===== config.mk =====
export PLATFORM = sky130hd
export DESIGN_NAME = memory_read_req_id_queue_flat
export DESIGN_NICKNAME = d
export VERILOG_FILES = /design/src/rtl/memory_read_req_id_queue_if.sv /design/src/rtl/memory_read_req_id_queue.sv /design/src/flat_wrapper.sv
export SDC_FILE = /design/constraint.sdc
export NUM_CORES = 1
export LEC_CHECK = 0
export ABC_AREA = 1
export CAP_MARGIN = 25
export CORE_ASPECT_RATIO = 1.4
export CORE_UTILIZATION = 50
export CTS_CLUSTER_SIZE = 20
export DETAILED_ROUTE_END_ITERATION = 10
export PLACE_DENSITY = 0.79
export REMOVE_ABC_BUFFERS = 1
export SETUP_SLACK_MARGIN = 0.02
export SYNTH_ARGS = -nofsm -noshare
export SYNTH_HDL_FRONTEND = slang
export SYNTH_SLANG_ARGS = --single-unit

===== constraint.sdc =====
create_clock -name clk -period 4.1 [get_ports clk]
set_clock_uncertainty 0.15 [all_clocks]
set_input_delay 1.025 -clock clk [delete_from_list [all_inputs] [get_ports clk]]
set_output_delay 1.025 -clock clk [all_outputs]
set_load 0.03 [all_outputs]

===== src/rtl/memory_read_req_id_queue_if.sv =====
// rtl/memory_read_req_id_queue_if.sv - push, AR-head and retire signals of the read-request ID queue
interface memory_read_req_id_queue_if #(
  parameter int ID_WIDTH   = 2,
  parameter int ADDR_WIDTH = 32
);
  logic                  push;
  logic [ADDR_WIDTH-1:0] pushAddr;
  logic [ID_WIDTH-1:0]   pushId;
  logic                  full;
  logic                  headValid;
  logic                  headReady;
  logic [ADDR_WIDTH-1:0] headAddr;
  logic [ID_WIDTH-1:0]   headId;
  logic                  retire;
  logic [ID_WIDTH-1:0]   retireId;
  logic [ID_WIDTH:0]     count;
  logic                  empty;

  modport master (
    output push, pushAddr, headReady, retire, retireId,
    input  pushId, full, headValid, headAddr, headId, count, empty
  );

  modport slave (
    input  push, pushAddr, headReady, retire, retireId,
    output pushId, full, headValid, headAddr, headId, count, empty
  );
endinterface


===== src/rtl/memory_read_req_id_queue.sv =====
// rtl/memory_read_req_id_queue.sv - read-request buffer allocating AXI read IDs; optional MEMORY_READ_REQ_ID_QUEUE_BYPASS_EN
module memory_read_req_id_queue #(
  parameter int ID_WIDTH   = 2,
  parameter int ADDR_WIDTH = 32
) (
  input logic                       clk,
  input logic                       rst,
  memory_read_req_id_queue_if.slave port
);
  localparam int ENTRY_NUM = 2**ID_WIDTH;

  // An ID is PENDING when neither free nor issued.
  logic [ENTRY_NUM-1:0]  free_q;
  logic [ENTRY_NUM-1:0]  issued_q;
  logic [ADDR_WIDTH-1:0] addr_q [ENTRY_NUM];
  logic [ID_WIDTH-1:0]   fifo_q [ENTRY_NUM];
  logic [ID_WIDTH-1:0]   head_ptr;
  logic [ID_WIDTH-1:0]   tail_ptr;
  logic [ID_WIDTH:0]     fifo_cnt;
  logic [ID_WIDTH:0]     count_q;

  logic [ID_WIDTH-1:0]   alloc_id;
  logic                  full;
  logic                  fifo_empty;
  logic                  push_ok;
  logic                  pop;
  logic                  fifo_wr;
  logic                  retire_ok;
  logic                  bypass_take;

  always_comb begin
    alloc_id = '0;
    for (int i = ENTRY_NUM - 1; i >= 0; i--) begin
      if (free_q[i]) alloc_id = ID_WIDTH'(i);
    end
  end

  assign full       = ~|free_q;
  assign fifo_empty = (fifo_cnt == '0);
  assign push_ok    = port.push && !full;
  assign retire_ok  = port.retire && issued_q[port.retireId];

  always_comb begin
    port.headValid = !fifo_empty;
    port.headId    = fifo_q[head_ptr];
    port.headAddr  = addr_q[fifo_q[head_ptr]];
    bypass_take    = 1'b0;
`ifdef MEMORY_READ_REQ_ID_QUEUE_BYPASS_EN
    if (fifo_empty && push_ok) begin
      port.headValid = 1'b1;
      port.headId    = alloc_id;
      port.headAddr  = port.pushAddr;
      bypass_take    = port.headReady;
    end
`endif
  end

  // Only real FIFO entries pop; a bypassed request never enters the FIFO.
  assign pop     = !fifo_empty && port.headReady;
  assign fifo_wr = push_ok && !bypass_take;

  assign port.pushId = alloc_id;
  assign port.full   = full;
  assign port.count  = count_q;
  assign port.empty  = (count_q == '0);

  always_ff @(posedge clk) begin
    if (!rst) begin
      free_q   <= '1;
      issued_q <= '0;
      head_ptr <= '0;
      tail_ptr <= '0;
      fifo_cnt <= '0;
      count_q  <= '0;
    end else begin
      if (push_ok) begin
        free_q[alloc_id] <= 1'b0;
        if (bypass_take) issued_q[alloc_id] <= 1'b1;
      end
      if (fifo_wr) tail_ptr <= tail_ptr + ID_WIDTH'(1);
      if (pop) begin
        issued_q[port.headId] <= 1'b1;
        head_ptr              <= head_ptr + ID_WIDTH'(1);
      end
      if (retire_ok) begin
        free_q[port.retireId]   <= 1'b1;
        issued_q[port.retireId] <= 1'b0;
      end
      fifo_cnt <= fifo_cnt + (ID_WIDTH+1)'(fifo_wr) - (ID_WIDTH+1)'(pop);
      count_q  <= count_q + (ID_WIDTH+1)'(push_ok) - (ID_WIDTH+1)'(retire_ok);
    end
  end

  always_ff @(posedge clk) begin
    if (push_ok) addr_q[alloc_id] <= port.pushAddr;
    if (fifo_wr) fifo_q[tail_ptr] <= alloc_id;
  end

  always_ff @(posedge clk) begin
    if (rst && port.retire) begin
      retire_legal: assert (issued_q[port.retireId])
        else $warning("retire of id %0d ignored: id not issued", port.retireId);
    end
  end
endmodule


===== src/flat_wrapper.sv =====
// flat-port wrapper written by rule: the top's interface ports become plain ports
module memory_read_req_id_queue_flat 
#(
  parameter int ID_WIDTH   = 2,
  parameter int ADDR_WIDTH = 32
)
  (clk, rst, port_push, port_pushAddr, port_headReady, port_retire, port_retireId, port_pushId, port_full, port_headValid, port_headAddr, port_headId, port_count, port_empty);
  memory_read_req_id_queue_if #(.ID_WIDTH(ID_WIDTH), .ADDR_WIDTH(ADDR_WIDTH)) port_i ();
  input logic clk;
  input logic rst;
  input wire logic [$bits(port_i.push)-1:0] port_push;
  input wire logic [$bits(port_i.pushAddr)-1:0] port_pushAddr;
  input wire logic [$bits(port_i.headReady)-1:0] port_headReady;
  input wire logic [$bits(port_i.retire)-1:0] port_retire;
  input wire logic [$bits(port_i.retireId)-1:0] port_retireId;
  output wire logic [$bits(port_i.pushId)-1:0] port_pushId;
  output wire logic [$bits(port_i.full)-1:0] port_full;
  output wire logic [$bits(port_i.headValid)-1:0] port_headValid;
  output wire logic [$bits(port_i.headAddr)-1:0] port_headAddr;
  output wire logic [$bits(port_i.headId)-1:0] port_headId;
  output wire logic [$bits(port_i.count)-1:0] port_count;
  output wire logic [$bits(port_i.empty)-1:0] port_empty;
  assign port_i.push = port_push;
  assign port_i.pushAddr = port_pushAddr;
  assign port_i.headReady = port_headReady;
  assign port_i.retire = port_retire;
  assign port_i.retireId = port_retireId;
  assign port_pushId = port_i.pushId;
  assign port_full = port_i.full;
  assign port_headValid = port_i.headValid;
  assign port_headAddr = port_i.headAddr;
  assign port_headId = port_i.headId;
  assign port_count = port_i.count;
  assign port_empty = port_i.empty;
  memory_read_req_id_queue #(.ID_WIDTH(ID_WIDTH), .ADDR_WIDTH(ADDR_WIDTH)) u_core (.clk(clk), .rst(rst), .port(port_i));
endmodule

==> results.cfg, run 1 <==
[synth]
postSynthCellCount = 551
ys_seq_area_share_pct = 70.5
ys_ff_latch = 156
synth_cell_types = 28
synthTopCellsByArea = edfxtp_1 (64%), nand2_1 (11%), dfxtp_1 (6.3%)
syn_area_per_cell_sq_um = 11.5
syn_area_sq_um = 6360
synth_top_area_share_pct = 64.2
synth_warnings = 0
synth_edf_count = 136
synth.most_common_cell = nand2_1
synthTopCellsByCount = nand2_1 (194), edfxtp_1 (136), nand3_1 (73), inv_1 (38), dfxtp_1 (20)
synthArstFlopShare_pct = 0
synth_flop_cell = edfxtp_1
yosysTopAreaCell = edfxtp_1

[layout]
drive_gt1_share_pct = 9.63
fin_nets = 692
synthToLayoutAreaGrowth_pct = 24.9
nFillCells = 880
fin_util_pct = 64.2
diodes = 0
finish.instance_area_sq_um = 7950

[die]
start_util_pct = 51.4
fp.coreArea_sq_um = 12400
die_h_microns = 135
die_area_sq_um = 13200
ios = 81
rows = 48
dieWidth_microns = 97.3

[critical_path]
worstRegToRegCells = 5
crit_arrival_ns = 2.71
critPathMaxFanout = 33
critPathKind = reg -> out
crit_path_end_kind = output port
cp-start-kind = flip-flop
cp.required_ns = 2.92

[global_route]
grt_max_degree = 34
antenna_found_initial = 0
grt_usage_pct = 21.4
gr-total-overflow = 0
grt_pass1_wl_microns = 21500
grt_pass1_vias = 4412

[flow_run]
maxCapViolations = 0

[status]
status = complete, no violations

[timing]
max_slew_margin_pct = 51.2
finalCriticalPeriod_ns = 3.89
rsz0062_at_grt = no
fin_crit_sh_pct = 94.8
setup_viol = 0
hold_viol_final = 0
final_max_slew_viol_count = 0
fmax_ghz = 0.257
whs_ns = 0.312
fin_tns_setup_ns = 0
worstMarginPinSlew_ns = 0.727

[clock_tree]
clock-root-buffer = clkbuf_16
cts.sinks = 156
clock_path_buffers = 2
clkLatencyLatePin_ns = 0.41
postCtsHoldBufs = 0
post-cts-setup-buffers = 0
cts-resized-gates = 0
cts.clk_slew.worst_paths_ns = 0.06
cts_tree = done
cts_max_level = 4
cts_made_buffers = 17

[detailed_routing]
drtPass1Iterations = 5
drc = 0
routed_via_density = 5.39
post_drt_wl_per_cell_microns = 16.8
wl_microns = 13500
ant_nets = 0
drtIter0Drc = 330
vias = 4333

[power_and_ir_drop]
leakage_nw = 3.11
peakVddDrop_mv = 0.338
powerDensity_nw_per_um2 = 637
power_mw = 5.07

[placement]
dp_hpwl_microns = 8420
detailed_place.area_sq_um = 7350
io_buffers = 80
gp_congestion = 0.812

[min_path]
min_path_type = reg -> reg
hold_depth = 2
## power by group
| part | total [mW] | switching [mW] | internal (mW) |
|---|---|---|---|
| sequential | 1.86 | 0.0441 | 1.82 |
| combinational | 1.64 | 1.05 | 0.591 |
| clock | 1.56 | 0.557 | 1.00 |
| total | 5.07 | 1.65 | 3.41 |
## metrics by stage
stage	cells	setup WS, ns
floorplan	530	0.166
global route	804	0.0267
detailed placement	774	0.508
finish	804	0.215
CTS	804	0.0206
global placement	774	0.618
## worst max-delay path, cell delays in order, from the launching register on
cell and delay [ns]:
dfxtp_1 0.41, inv_2 0.08, nand2_1 0.08, nand2_1 0.07
nand2_1 0.10, nand2_4 0.18, inv_4 0.36, nand3_1 0.17
nand3_1 0.14, clkdlybuf4s50_1 0.67
## flip-flops by register name (all words and copies together), names as in the netlist, named ones only
name,count
u_core.fifo_cnt,3
u_core.fifo_q,8
u_core.port.count,3
u_core.issued_q,4
u_core.free_q,4
u_core.head_ptr,2
u_core.addr_q,128
u_core.tail_ptr,2
## cell type report
cell class | count | area [sq um] | share of cell area (%)
Clock inverter | 10 | 149 | 1.87
Tap cell | 150 | 188 | 2.36
Multi-Input combinational cell | 334 | 1610 | 20.2
Sequential cell | 156 | 4480 | 56.4
Clock buffer | 20 | 437 | 5.49
Inverter | 40 | 153 | 1.92
Timing Repair Buffer | 94 | 931 | 11.7
## worst paths after layout
path	from	to	slack, ns
min reg2reg	u_core.issued_q[3]	u_core.issued_q[3]	0.31
min	u_core.issued_q[3]	u_core.issued_q[3]	0.31
max	flip-flop	port_headAddr[12]	0.21
max reg2reg	u_core.free_q[3]	u_core.addr_q[3][2]	1.55
## metal layers
layer	GRT usage, %	share of wire, %	vias up
met5	0	0	-
met4	8.33	2.0	0
met3	4.95	5.3	24
met2	38.1	53	174
met1	25.1	39	2095
li1	-	-	2040
## cell families after synthesis
kind of cell	synth area share, %
AOI/OAI and AO/OA	1.71
xor gates and xnor gates	0.275
adders and majority gates	2.20
buffers and inverters	4.82
DFF	70.5
and+or+nand+nor	20.5
## cell usage in the layout, fill, tap and decap left out, types with 11 or more instances in the layout
cell type	instances
a21oi_1	11
buf_4	12
clkbuf_16	17
clkdlybuf4s50_1	80
dfxtp_1	20
edfxtp_1	136
inv_1	38
nand2_1	194
nand2_2	11
nand3_1	73
No activity file was read; power rests on OpenSTA's default activity.
==> run 2: changes to the inputs <==
Settings changed: TNS_END_PERCENT set to 10.
==> results of run 2 <==
No change in the layout: final DEF, timing and power equal those of run 1.
